[config.mk]
export PLATFORM = sky130hd
export DESIGN_NAME = ahb_vga_wbuf
export DESIGN_NICKNAME = d
export VERILOG_FILES = /design/src/rtl/ahb_vga_wbuf.sv
export SDC_FILE = /design/constraint.sdc
export NUM_CORES = 1
export LEC_CHECK = 0
export CORE_MARGIN = 4
export CORE_UTILIZATION = 35
export DETAILED_ROUTE_END_ITERATION = 8
export HOLD_SLACK_MARGIN = 0.06
export PLACE_DENSITY = 0.71
export SLEW_MARGIN = 20
export SYNTH_ARGS = -nofsm -noshare
export SYNTH_HDL_FRONTEND = slang
export SYNTH_SLANG_ARGS = --single-unit
[constraint.sdc]
create_clock -name HCLK -period 2.57 [get_ports HCLK]
set_input_delay 0.3855 -clock HCLK [delete_from_list [all_inputs] [get_ports HCLK]]
set_output_delay 0.3855 -clock HCLK [all_outputs]
set_load 0.05 [all_outputs]
[src/rtl/ahb_vga_wbuf.sv]
// rtl/ahb_vga_wbuf.sv - AHB-Lite VGA write buffer: posted-write FIFO, CTRL/STATUS, layer mux (option: AHB_VGA_WBUF_IRQ_EN)
module ahb_vga_wbuf #(
  parameter int FIFO_DEPTH = 4,
  parameter int PIX_W      = 8,
  parameter int IMG_AW     = 14,
  parameter int X_W        = 10,
  parameter int SPLIT_RST  = 240
) (
  input  logic              HCLK,
  input  logic              HRESET,
  input  logic              HSEL,
  input  logic              HREADY,
  input  logic              HWRITE,
  input  logic [1:0]        HTRANS,
  input  logic [31:0]       HADDR,
  input  logic [31:0]       HWDATA,
  output logic [31:0]       HRDATA,
  output logic              HREADYOUT,
  input  logic              scroll,
  output logic              console_we,
  output logic [PIX_W-1:0]  console_wdata,
  output logic              image_we,
  output logic [IMG_AW-1:0] image_addr,
  output logic [PIX_W-1:0]  image_wdata,
  input  logic [X_W-1:0]    pixel_x,
  input  logic [PIX_W-1:0]  console_rgb,
  input  logic [PIX_W-1:0]  image_rgb,
  output logic [PIX_W-1:0]  rgb_out
`ifdef AHB_VGA_WBUF_IRQ_EN
  ,
  output logic              IRQ
`endif
);

  localparam int PTR_W = (FIFO_DEPTH > 1) ? $clog2(FIFO_DEPTH) : 1;
  localparam int LVL_W = $clog2(FIFO_DEPTH + 1);
  localparam int ENT_W = 1 + IMG_AW + PIX_W;

  // Captured address phase
  logic        dph_q, dph_d;
  logic        dwr_q, dwr_d;
  logic [23:0] doff_q, doff_d;

  // FIFO state; entry = {is_image, address, data}
  logic [ENT_W-1:0] mem_q [FIFO_DEPTH];
  logic [PTR_W-1:0] wptr_q, wptr_d, rptr_q, rptr_d;
  logic [LVL_W-1:0] level_q, level_d;

  // CTRL register
  logic           en_q, en_d;
  logic [X_W-1:0] split_q, split_d;
`ifdef AHB_VGA_WBUF_IRQ_EN
  logic           ien_q, ien_d;
  logic           irq_q, irq_d;
`endif

  // Registered drain strobes and display colour
  logic              cwe_q, cwe_d, iwe_q, iwe_d;
  logic [PIX_W-1:0]  cdata_q, cdata_d, idata_q, idata_d;
  logic [IMG_AW-1:0] iaddr_q, iaddr_d;
  logic [PIX_W-1:0]  rgb_q, rgb_d;

  logic off_console, off_ctrl, off_status, off_image;
  logic posted_wr, ctrl_wr, fifo_full, fifo_empty, push, pop;
  logic [ENT_W-1:0]  head;
  logic              head_kind;
  logic [IMG_AW-1:0] head_addr;
  logic [PIX_W-1:0]  head_data;
  logic [31:0]       ctrl_word, status_word;
  logic              unused_bits;

  assign off_console = (doff_q == 24'h000000);
  assign off_ctrl    = (doff_q == 24'h000004);
  assign off_status  = (doff_q == 24'h000008);
  assign off_image   = (doff_q[23:16] != 8'h00);

  assign posted_wr  = dph_q & dwr_q & (off_console | off_image);
  assign ctrl_wr    = dph_q & dwr_q & off_ctrl;
  assign fifo_full  = (level_q == LVL_W'(FIFO_DEPTH));
  assign fifo_empty = (level_q == '0);

  // A full FIFO stalls the posted write; the push lands on the first non-full cycle
  assign HREADYOUT = ~(posted_wr & fifo_full);
  assign push      = posted_wr & ~fifo_full;

  assign head      = mem_q[rptr_q];
  assign head_kind = head[ENT_W-1];
  assign head_addr = head[PIX_W +: IMG_AW];
  assign head_data = head[PIX_W-1:0];

  // Only a console head is held by scroll, and it blocks everything behind it
  assign pop = ~fifo_empty & (head_kind | ~scroll);

  assign unused_bits = ^{HADDR[31:24], HWDATA, HTRANS[0]};

  // Next-state logic for bus capture, FIFO bookkeeping, CTRL and registered outputs
  always_comb begin
    dph_d  = dph_q;
    dwr_d  = dwr_q;
    doff_d = doff_q;
    if (HREADY) begin
      dph_d  = HSEL & HTRANS[1];
      dwr_d  = HWRITE;
      doff_d = HADDR[23:0];
    end

    wptr_d  = push ? wptr_q + PTR_W'(1) : wptr_q;
    rptr_d  = pop  ? rptr_q + PTR_W'(1) : rptr_q;
    level_d = level_q;
    if (push && !pop) begin
      level_d = level_q + LVL_W'(1);
    end else if (pop && !push) begin
      level_d = level_q - LVL_W'(1);
    end

    en_d    = en_q;
    split_d = split_q;
    if (ctrl_wr) begin
      en_d    = HWDATA[0];
      split_d = HWDATA[X_W+15:16];
    end
`ifdef AHB_VGA_WBUF_IRQ_EN
    ien_d = ien_q;
    if (ctrl_wr) begin
      ien_d = HWDATA[1];
    end
    irq_d = ien_q & fifo_empty;
`endif

    cwe_d   = pop & ~head_kind;
    iwe_d   = pop & head_kind;
    cdata_d = (pop & ~head_kind) ? head_data : '0;
    idata_d = (pop & head_kind) ? head_data : '0;
    iaddr_d = (pop & head_kind) ? head_addr : '0;

    rgb_d = '0;
    if (en_q) begin
      rgb_d = (pixel_x < split_q) ? console_rgb : image_rgb;
    end
  end

  // State registers with synchronous reset; reset drops queued and in-flight writes
  always_ff @(posedge HCLK) begin
    if (HRESET) begin
      dph_q   <= 1'b0;
      dwr_q   <= 1'b0;
      doff_q  <= '0;
      wptr_q  <= '0;
      rptr_q  <= '0;
      level_q <= '0;
      en_q    <= 1'b1;
      split_q <= X_W'(SPLIT_RST);
      cwe_q   <= 1'b0;
      iwe_q   <= 1'b0;
      cdata_q <= '0;
      idata_q <= '0;
      iaddr_q <= '0;
      rgb_q   <= '0;
    end else begin
      dph_q   <= dph_d;
      dwr_q   <= dwr_d;
      doff_q  <= doff_d;
      wptr_q  <= wptr_d;
      rptr_q  <= rptr_d;
      level_q <= level_d;
      en_q    <= en_d;
      split_q <= split_d;
      cwe_q   <= cwe_d;
      iwe_q   <= iwe_d;
      cdata_q <= cdata_d;
      idata_q <= idata_d;
      iaddr_q <= iaddr_d;
      rgb_q   <= rgb_d;
    end
  end

`ifdef AHB_VGA_WBUF_IRQ_EN
  // Interrupt enable and registered FIFO-empty interrupt level
  always_ff @(posedge HCLK) begin
    if (HRESET) begin
      ien_q <= 1'b0;
      irq_q <= 1'b0;
    end else begin
      ien_q <= ien_d;
      irq_q <= irq_d;
    end
  end

  assign IRQ = irq_q;
`endif

  // FIFO storage; contents are don't-care while the level says empty
  always_ff @(posedge HCLK) begin
    if (push) begin
      mem_q[wptr_q] <= {off_image, doff_q[IMG_AW+1:2], HWDATA[PIX_W-1:0]};
    end
  end

  // Read mux: CTRL and STATUS are visible combinationally in a read data phase
  always_comb begin
    ctrl_word              = '0;
    ctrl_word[0]           = en_q;
    ctrl_word[X_W+15:16]   = split_q;
`ifdef AHB_VGA_WBUF_IRQ_EN
    ctrl_word[1]           = ien_q;
`endif
    status_word            = '0;
    status_word[4:0]       = 5'(level_q);
    status_word[8]         = fifo_empty;
    status_word[9]         = fifo_full;
    status_word[10]        = scroll;
    HRDATA = '0;
    if (dph_q && !dwr_q) begin
      if (off_ctrl) begin
        HRDATA = ctrl_word;
      end else if (off_status) begin
        HRDATA = status_word;
      end
    end
  end

  assign console_we    = cwe_q;
  assign console_wdata = cdata_q;
  assign image_we      = iwe_q;
  assign image_addr    = iaddr_q;
  assign image_wdata   = idata_q;
  assign rgb_out       = rgb_q;

endmodule

==> results of run 1 <==
layout make-up:
cell class | count | area, um^2
Clock inverter | 8 | 97.6
Tap cell | 260 | 325
Multi-Input combinational cell | 264 | 2330
Sequential cell | 178 | 4490
Fill cell | 1635 | 9540
Clock buffer | 24 | 504
Timing Repair Buffer | 157 | 1670
Inverter | 15 | 56.3
per-layer routing:
| layer | routed length, um | track usage (%) | share of wire [%] |
|---|---|---|---|
| met3 | 740 | 4.08 | 4.9 |
| met1 | 6350 | 17.0 | 42 |
| met2 | 7670 | 23.9 | 51 |
| met4 | 337 | 4.90 | 2.2 |
| met5 | 0 | 0 | 0 |
worst max-delay path, stage by stage (launching register included):
cell and delay (ps):
sky130_fd_sc_hd__dfxtp_4 360, sky130_fd_sc_hd__nor4_4 240, sky130_fd_sc_hd__buf_4 160, sky130_fd_sc_hd__and4_4 250, sky130_fd_sc_hd__nand4bb_4 150, sky130_fd_sc_hd__nor3b_4 320, sky130_fd_sc_hd__and2_4 230, sky130_fd_sc_hd__buf_12 130
state kept, by name, summed over array words and instances (netlist names), named ones only:
signal	cells
mem_q	92
doff_q	24
image_addr	14
split_q	10
console_wdata	8
image_wdata	8
rgb_out	8
level_q	3
rptr_q	2
wptr_q	2
console_we	1
dph_q	1
dwr_q	1
en_q	1
image_we	1
synthesized netlist by cell type, types with 2 or more instances:
cell and count:
sky130_fd_sc_hd__mux2i_1 41, sky130_fd_sc_hd__buf_2 7, sky130_fd_sc_hd__and2_1 18, sky130_fd_sc_hd__nand3b_1 2, sky130_fd_sc_hd__clkbuf_1 11, sky130_fd_sc_hd__and3_1 22
sky130_fd_sc_hd__mux4_2 23, sky130_fd_sc_hd__nor4_2 2, sky130_fd_sc_hd__nand2_1 21, sky130_fd_sc_hd__inv_1 15, sky130_fd_sc_hd__buf_1 4, sky130_fd_sc_hd__a21oi_1 8
sky130_fd_sc_hd__nor2_1 48, sky130_fd_sc_hd__xor2_1 2, sky130_fd_sc_hd__o21ai_0 3, sky130_fd_sc_hd__edfxtp_1 92, sky130_fd_sc_hd__ha_1 14, sky130_fd_sc_hd__nor3_1 11
sky130_fd_sc_hd__buf_4 16, sky130_fd_sc_hd__nor4_1 3, sky130_fd_sc_hd__nand3_1 2, sky130_fd_sc_hd__nor2b_1 3, sky130_fd_sc_hd__buf_6 2, sky130_fd_sc_hd__xnor2_1 3
sky130_fd_sc_hd__nand2b_1 2, sky130_fd_sc_hd__a211o_1 5, sky130_fd_sc_hd__dfxtp_1 86
path summary, 6_finish.rpt:
check                  start            to  depth (start not counted)
hold / removal        HRESET    split_q[8]                          2
hold reg to reg   doff_q[12]  mem_q[3][18]                          0
setup / recovery  doff_q[12]    HRDATA[10]                          7
setup reg to reg  doff_q[12]    level_q[2]                         11
logic make-up (layout without fill, tap and decap cells):
| group | count (synthesis) | after routing | share of synthesized area [%] |
|---|---|---|---|
| DFF | 178 | 178 | 65.3 |
| and+or+nand+nor | 143 | 143 | 11.0 |
| muxes | 64 | 64 | 13.5 |
| buffers and inverters | 56 | 204 | 4.45 |
| AOI/OAI and AO/OA | 21 | 21 | 2.19 |
| adders and majority gates | 15 | 15 | 2.84 |
| xor gates and xnor gates | 5 | 5 | 0.638 |
| other | 1 | 16 | 0.0546 |
power by group:
part	total, mW	internal [mW]	switching (mW)
registers	3.24	3.14	0.0961
logic	1.52	0.656	0.860
clock network	2.60	1.57	1.03
total	7.35	5.37	1.98
what timing repair did:
action | in CTS | in global routing
endpoints found under the hold margin | 0 | 0
buffers inserted | 1 | 2
endpoints found under the setup margin | 18 | 17
gates resized for setup | 31 | 14
gates cloned | 0 | 0
pin swaps | 1 | 4
through the flow:
step           setup slack, ps  total power, mW
2_1_floorplan            -80.4             4.30
3_3_place_gp              14.2             4.75
3_5_place_dp              13.1             4.79
4_1_cts                   -105             7.41
5_1_grt                   -160             7.66
6_report                 -72.4             7.35
==> results.txt, run 1 <==
* Status: finished, violations left
* Violations in the final reports: negative setup slack
* Final WS setup: -72.4 ps
- Final hold analysis gives a worst-case slack of 319 ps.
* Number of warning messages in the yosys log: 0
* First DRT Iteration DRCs: 211
* GPL Wtd Cong: 0.766
* Share of async-settable or async-resettable flops after synthesis: 0%
- The first global-routing pass estimated 23900 um of wire.
* H-Tree Depth: 4
- Setup repair after global routing could not meet its margin everywhere.
- The die is 148 um tall.
* Power density cells: 776 nW/um^2
- Post-DP HPWL: 10400 um
- Static timing analysis puts the maximum clock frequency at 378 MHz.
- For the worst setup path, the data required time is 2180 ps.
- The placed instances occupy a cell area of 8640 um^2.
- Once layout is complete, the utilization of the core stands at 49.8%.
* Flip-flop and latch count after synthesis: 178
- Setup-violating endpoint count in the final report: 9
- Nets@finish: 746
- Area Growth Syn to Fin: 38.0%
* Cell count after synthesis: 483
- Pin placement for this block handled 171 I/O pins.
* Share of layout cells above drive strength 1: 19.8%
- Leaving out fill and tap cells, the most frequent cells in the layout are sky130_fd_sc_hd__clkdlybuf4s50_1, sky130_fd_sc_hd__edfxtp_1, sky130_fd_sc_hd__dfxtp_1, sky130_fd_sc_hd__nor2_1, sky130_fd_sc_hd__mux2i_1.
- Of the available clock period, the critical path in the final layout requires 103%.
- The worst-case IR drop observed on VDD is 494 uV.
* Number of global-route vias before repair: 4489
- IO Port Bufs: 131
- Clock latency on the worst-skew pair, taken at its later pin, is 420 ps.
- Clock slew at reported path FFs: 60 ps
- Entering global routing, the biggest net connects 36 pins.
* Root buf cell: sky130_fd_sc_hd__clkbuf_16
- STA classifies the critical path endpoint as an output pin.
* Time the final worst path needs with I/O delays and setup: 2640 ps
- Initial Util: 36.1%
- The synthesized design devotes to its leading area cell type 40.2% of total area.
- Once detail routing completed, the nets flagged for antenna violations numbered 0.
- Diode count: 0
* Number of hold-repair buffers added at the cts stage: 0
- Summed over all layers, the global routing overflow is 0.
- After detailed routing, the total wire length is 15100 um.
- Counting flops with a built-in enable in the synthesized netlist gives 92.
- After the flow finishes, the layout carries non-filler instances totaling 906.
* Cell Rows: 50
- After detailed routing, the average wire length per cell comes to 16.7 um.
- Arrival time at the worst endpoint: 2260 ps
- Slack of the worst reg-to-reg path: 90 ps
- Synth Cell Area: 6870 um^2
* Vias: 4148
- Global routing consumed, over all layers together, 14.0% of the routing resources.
* Final-report hold violation count: 0
- The number of max-slew violations in the final report came to 0.
- Cell area after layout: 9480 um^2
* Core footprint: 19000 um^2
- The min-delay analysis places its worst path in the category in -> reg.
* Final routed DRC violation total: 0
* Headroom to the max-slew limit: 36.2%
- Yosys attributes the largest share of cell area to sky130_fd_sc_hd__edfxtp_1, sky130_fd_sc_hd__dfxtp_1, sky130_fd_sc_hd__mux4_2.
- Count of different cell masters after synthesis: 44
* Leakage Power: 3.57 nW
* Die outline area: 21900 um^2
- The clock passes through at most 2 buffers.
* Die X: 148 um
* Max_cap viols: 0
- Setup TNS Final: -412 ps
- STA classifies the critical path startpoint as a register.
- Critical Path Fanout Max: 5
* Most used flip-flop cell after synthesis: sky130_fd_sc_hd__edfxtp_1
- Setup Crit Path Kind: reg -> out
* Syn Area/Cell: 14.2 um^2
- DR vias/cell: 4.58
- Number of instances in the placed design: 871
* Largest clock skew in the final design: 7.25 ps
* Worst slew pin tran: 955 ps
- TritonCTS built the clock tree.
* Top cell type by total area after synthesis: sky130_fd_sc_hd__edfxtp_1
- Number of antenna violations at the first check in global routing: 0
* Clock Sinks: 178
- In this run, CTS created clock tree buffers numbering 17.
- The share of the Yosys chip area taken by registers is 65.3%.
- The library cell used most frequently in the layout, excluding fill and tap cells, is sky130_fd_sc_hd__clkdlybuf4s50_1.
* Iteration count of the initial detailed-routing pass: 4
Note: power is estimated with default switching activity, not from simulation.
==> run 2: changes to the inputs <==
--- a/config.mk
+++ b/config.mk
@@ -5,11 +5,12 @@
 export SDC_FILE = /design/constraint.sdc
 export NUM_CORES = 1
 export LEC_CHECK = 0
+export ABC_AREA = 1
 export CORE_MARGIN = 4
-export CORE_UTILIZATION = 35
+export CORE_UTILIZATION = 45
 export DETAILED_ROUTE_END_ITERATION = 8
 export HOLD_SLACK_MARGIN = 0.06
-export PLACE_DENSITY = 0.71
+export PLACE_DENSITY = 0.85
 export SLEW_MARGIN = 20
 export SYNTH_ARGS = -nofsm -noshare
 export SYNTH_HDL_FRONTEND = slang
==> run 2 against run 1 <==
Against the previous run:
- the flow now finishes without violations
- cell area barely moved
- global-route usage up 3.5 points
- non-clock buffer count is 11 lower
- cell count increased by 16%
- clock-buffer cell count down 4
- critical path depth grew 1
- largest cell class unchanged
- first-iteration DRC count grew 36%
- synthesized area increased by 4.7%
==> results.txt, run 2 <==
- Once the floorplan was initialized, standard cells occupied 46.6% of the core.
- Leaving out fill and tap cells, the most frequent cells in the layout are sky130_fd_sc_hd__nor2_1, sky130_fd_sc_hd__clkdlybuf4s50_1, sky130_fd_sc_hd__edfxtp_1, sky130_fd_sc_hd__dfxtp_1, sky130_fd_sc_hd__nand2_1.
- The critical path goes through nor2_1, nand2_1, nor2_4, nand3_2, nor2_4, inv_4, nor3_2, buf_12.
- Register area: 4480 um^2
- The most numerous cell type found on the critical path is sky130_fd_sc_hd__nor2_4.
- Data on the critical path arrives at its endpoint at 2070 ps.
* Cell area after layout: 9480 um^2
* Final WS setup: 116 ps
- Status: finished clean
* Post-detailed-route wirelength per cell: 14.5 um
* Biggest register: mem_q
- After global routing the overflow that remains totals 0.
* Die X: 134 um
* Die outline area: 18100 um^2
* Buffers plus inverters on the worst setup path: 2
- The number of clock buffers added by TritonCTS is 17.
- In this run the remaining antenna-violating nets after routing total 0.
* Number of warning messages in the yosys log: 0
* Cell type of the slowest stage on the worst timing path: sky130_fd_sc_hd__dfxtp_1
* VDD IR-drop max: 541 uV
- DR vias/cell: 4.82
- Summed over all cells, the static leakage comes to 3.61 nW.
- Synthesis handed over a netlist of 695 instances.
- Post-DP HPWL: 10400 um
- From bottom edge to top edge, the die measures 134 um.
- Largest net degree at the start of global routing: 45
* Worst slack, placed: 265 ps
- First DRT Iteration DRCs: 287
* Most frequent cells after synthesis: sky130_fd_sc_hd__nor2_1, sky130_fd_sc_hd__edfxtp_1, sky130_fd_sc_hd__dfxtp_1
- Global-route usage over all layers: 17.6%
- Most common cell after layout, fill and taps aside: sky130_fd_sc_hd__nor2_1
- Clock slew at reported path FFs: 60 ps
- Hold timing on the final database bottoms out at a slack of 471 ps.
- Kind of end point of the critical path: output pin
- The number of max-slew violations in the final report is 0.
* Flip-flop and latch count after synthesis: 178
* TritonCTS clock tree: built
- Number of antenna violations at the first check in global routing: 0
- On the worst path, the slowest cell contributes a delay of 370 ps.
- Final-report hold violation count: 0
- Overall power consumption after layout is estimated at 8.18 mW.
* Dominant cells by area after synthesis: sky130_fd_sc_hd__edfxtp_1, sky130_fd_sc_hd__dfxtp_1, sky130_fd_sc_hd__nor2_1
- In the finished design, the share of the clock period the worst path needs comes to 95.5%.
- Final routed DRC violation total: 0
- Headroom to the max-slew limit: 48.7%
* Worst slew pin tran: 768 ps
- Share of layout cells above drive strength 1: 16.0%
* Post-route insts no fill: 1055
- The largest total area in the synthesized netlist belongs to sky130_fd_sc_hd__edfxtp_1.
- GPL Wtd Cong: 0.831
- The later pin in the worst-skew pair is clocked with a latency of 420 ps.
- During I/O placement, the number of pins put on the boundary was 171.
- Worst path top cell family by delay: simple AND/OR/NAND/NOR gates
- Counting flops with an async set or reset pin after synthesis yields a share of 0%.
- For this run, the register share of the synthesized area comes to 62.4%.
* Setup-violating endpoint count in the final report: 0
- Core footprint: 15400 um^2
- The first global-routing pass estimated 24800 um of wire.
* Post-synth EDFFs: 92
- For this run, the post-layout net count is 944.
* Area Growth Syn to Fin: 31.8%
- The via count of the first global-routing pass was 5111.
- The clock period could shrink to 2450 ps.
- Hold Crit Class: reg -> reg
* H-Tree Depth: 4
* IO Port Bufs: 131
- Core Util, Final: 61.4%
- STA puts the critical path data required time at 2180 ps.
* Achievable frequency: 408 MHz
* Largest clock skew in the final design: 12.8 ps
* Drt total wl: 15300 um
- Setup Crit Path Kind: reg -> out
- In this run the power density over the cells is 864 nW/um^2.
- Critical Path Fanout Max: 10
* Buffer levels on the longest clock path: 2
- Summed over all failing endpoints, the final setup total negative slack is 0 ps.
- Syn Area/Cell: 10.3 um^2
- CP Launch Type: register
- Count of different cell masters after synthesis: 37
- Area taken by multi-input logic gates: 2390 um^2
* Most used flip-flop cell after synthesis: sky130_fd_sc_hd__edfxtp_1
* Synth Cell Area: 7190 um^2
- Diode count: 0
- Counting every sink on the clock net gives 178.
- Across all layers, the routed design uses 5083 vias.
- After detailed placement, the design holds a cell count of 1022.
- Before antenna repair, the detailed router went through 4 iterations.
- The tool flagged a number of max-cap violations equal to 0.
- The most common cell in the synthesized netlist is sky130_fd_sc_hd__nor2_1.
* Number of hold-repair buffers added at the cts stage: 0
- Placed cell area: 8780 um^2
* Number of flip-flops under the largest register name: 92
- Count of filler cells inserted in the layout: 1254
- The tree is rooted in a sky130_fd_sc_hd__clkbuf_16.
- Cell Rows: 45
- Top cell type's share of synthesized area: 38.4%
-- run 2: path summary, 6_finish.rpt --
kind	start	to	slack [ps]	depth (start not counted)
setup / recovery	doff_q[8]	HRDATA[18]	120	8
hold / removal	doff_q[16]	doff_q[16]	470	2
setup reg to reg	doff_q[8]	level_q[2]	250	15
hold reg to reg	doff_q[16]	doff_q[16]	470	2
-- run 2: logic make-up after synthesis --
family | after synthesis | share of synthesized area [%]
other | 1 | 0.0522
XOR/XNOR | 1 | 0.122
flip-flops | 178 | 62.4
buffers and inverters | 93 | 6.33
AND/OR/NAND/NOR | 289 | 18.7
AO/OA/AOI/OAI | 118 | 9.75
adder cells (fa/ha/maj) | 15 | 2.71
-- run 2: worst min-delay path: cells and delay by family, from the launching register on --
kind                   cells  cell delay, ps
DFF                        1             300
buffers and inverters      1              70
AOI/OAI and AO/OA          1              60
-- run 2: per-layer routing --
| metal | wire length (um) | vias up | track usage (%) |
|---|---|---|---|
| met2 | 7730 | 191 | 30.5 |
| met1 | 5870 | 2306 | 19.7 |
| li1 | - | 2560 | - |
| met3 | 1390 | 26 | 6.26 |
| met5 | 0 | - | 0 |
| met4 | 281 | 0 | 7.07 |
-- run 2: timing repair --
action,4_1_cts,5_1_grt
resized for setup,4,12
pin swaps,0,1
setup endpoints to repair,3,13
setup buffers,0,1
-- run 2: cell type report --
type                            instances  area share (%)
Clock buffer                           20            4.94
Clock inverter                         12            1.54
Tap cell                              211            2.79
Inverter                               49            1.98
Sequential cell                       178            47.3
Multi-Input combinational cell        439            25.3
Timing Repair Buffer                  146            16.2
-- run 2: power by group --
group / internal (mW) / switching, mW
sequential: 3.22 / 0.104
combinational: 0.738 / 1.50
clock: 1.54 / 1.08
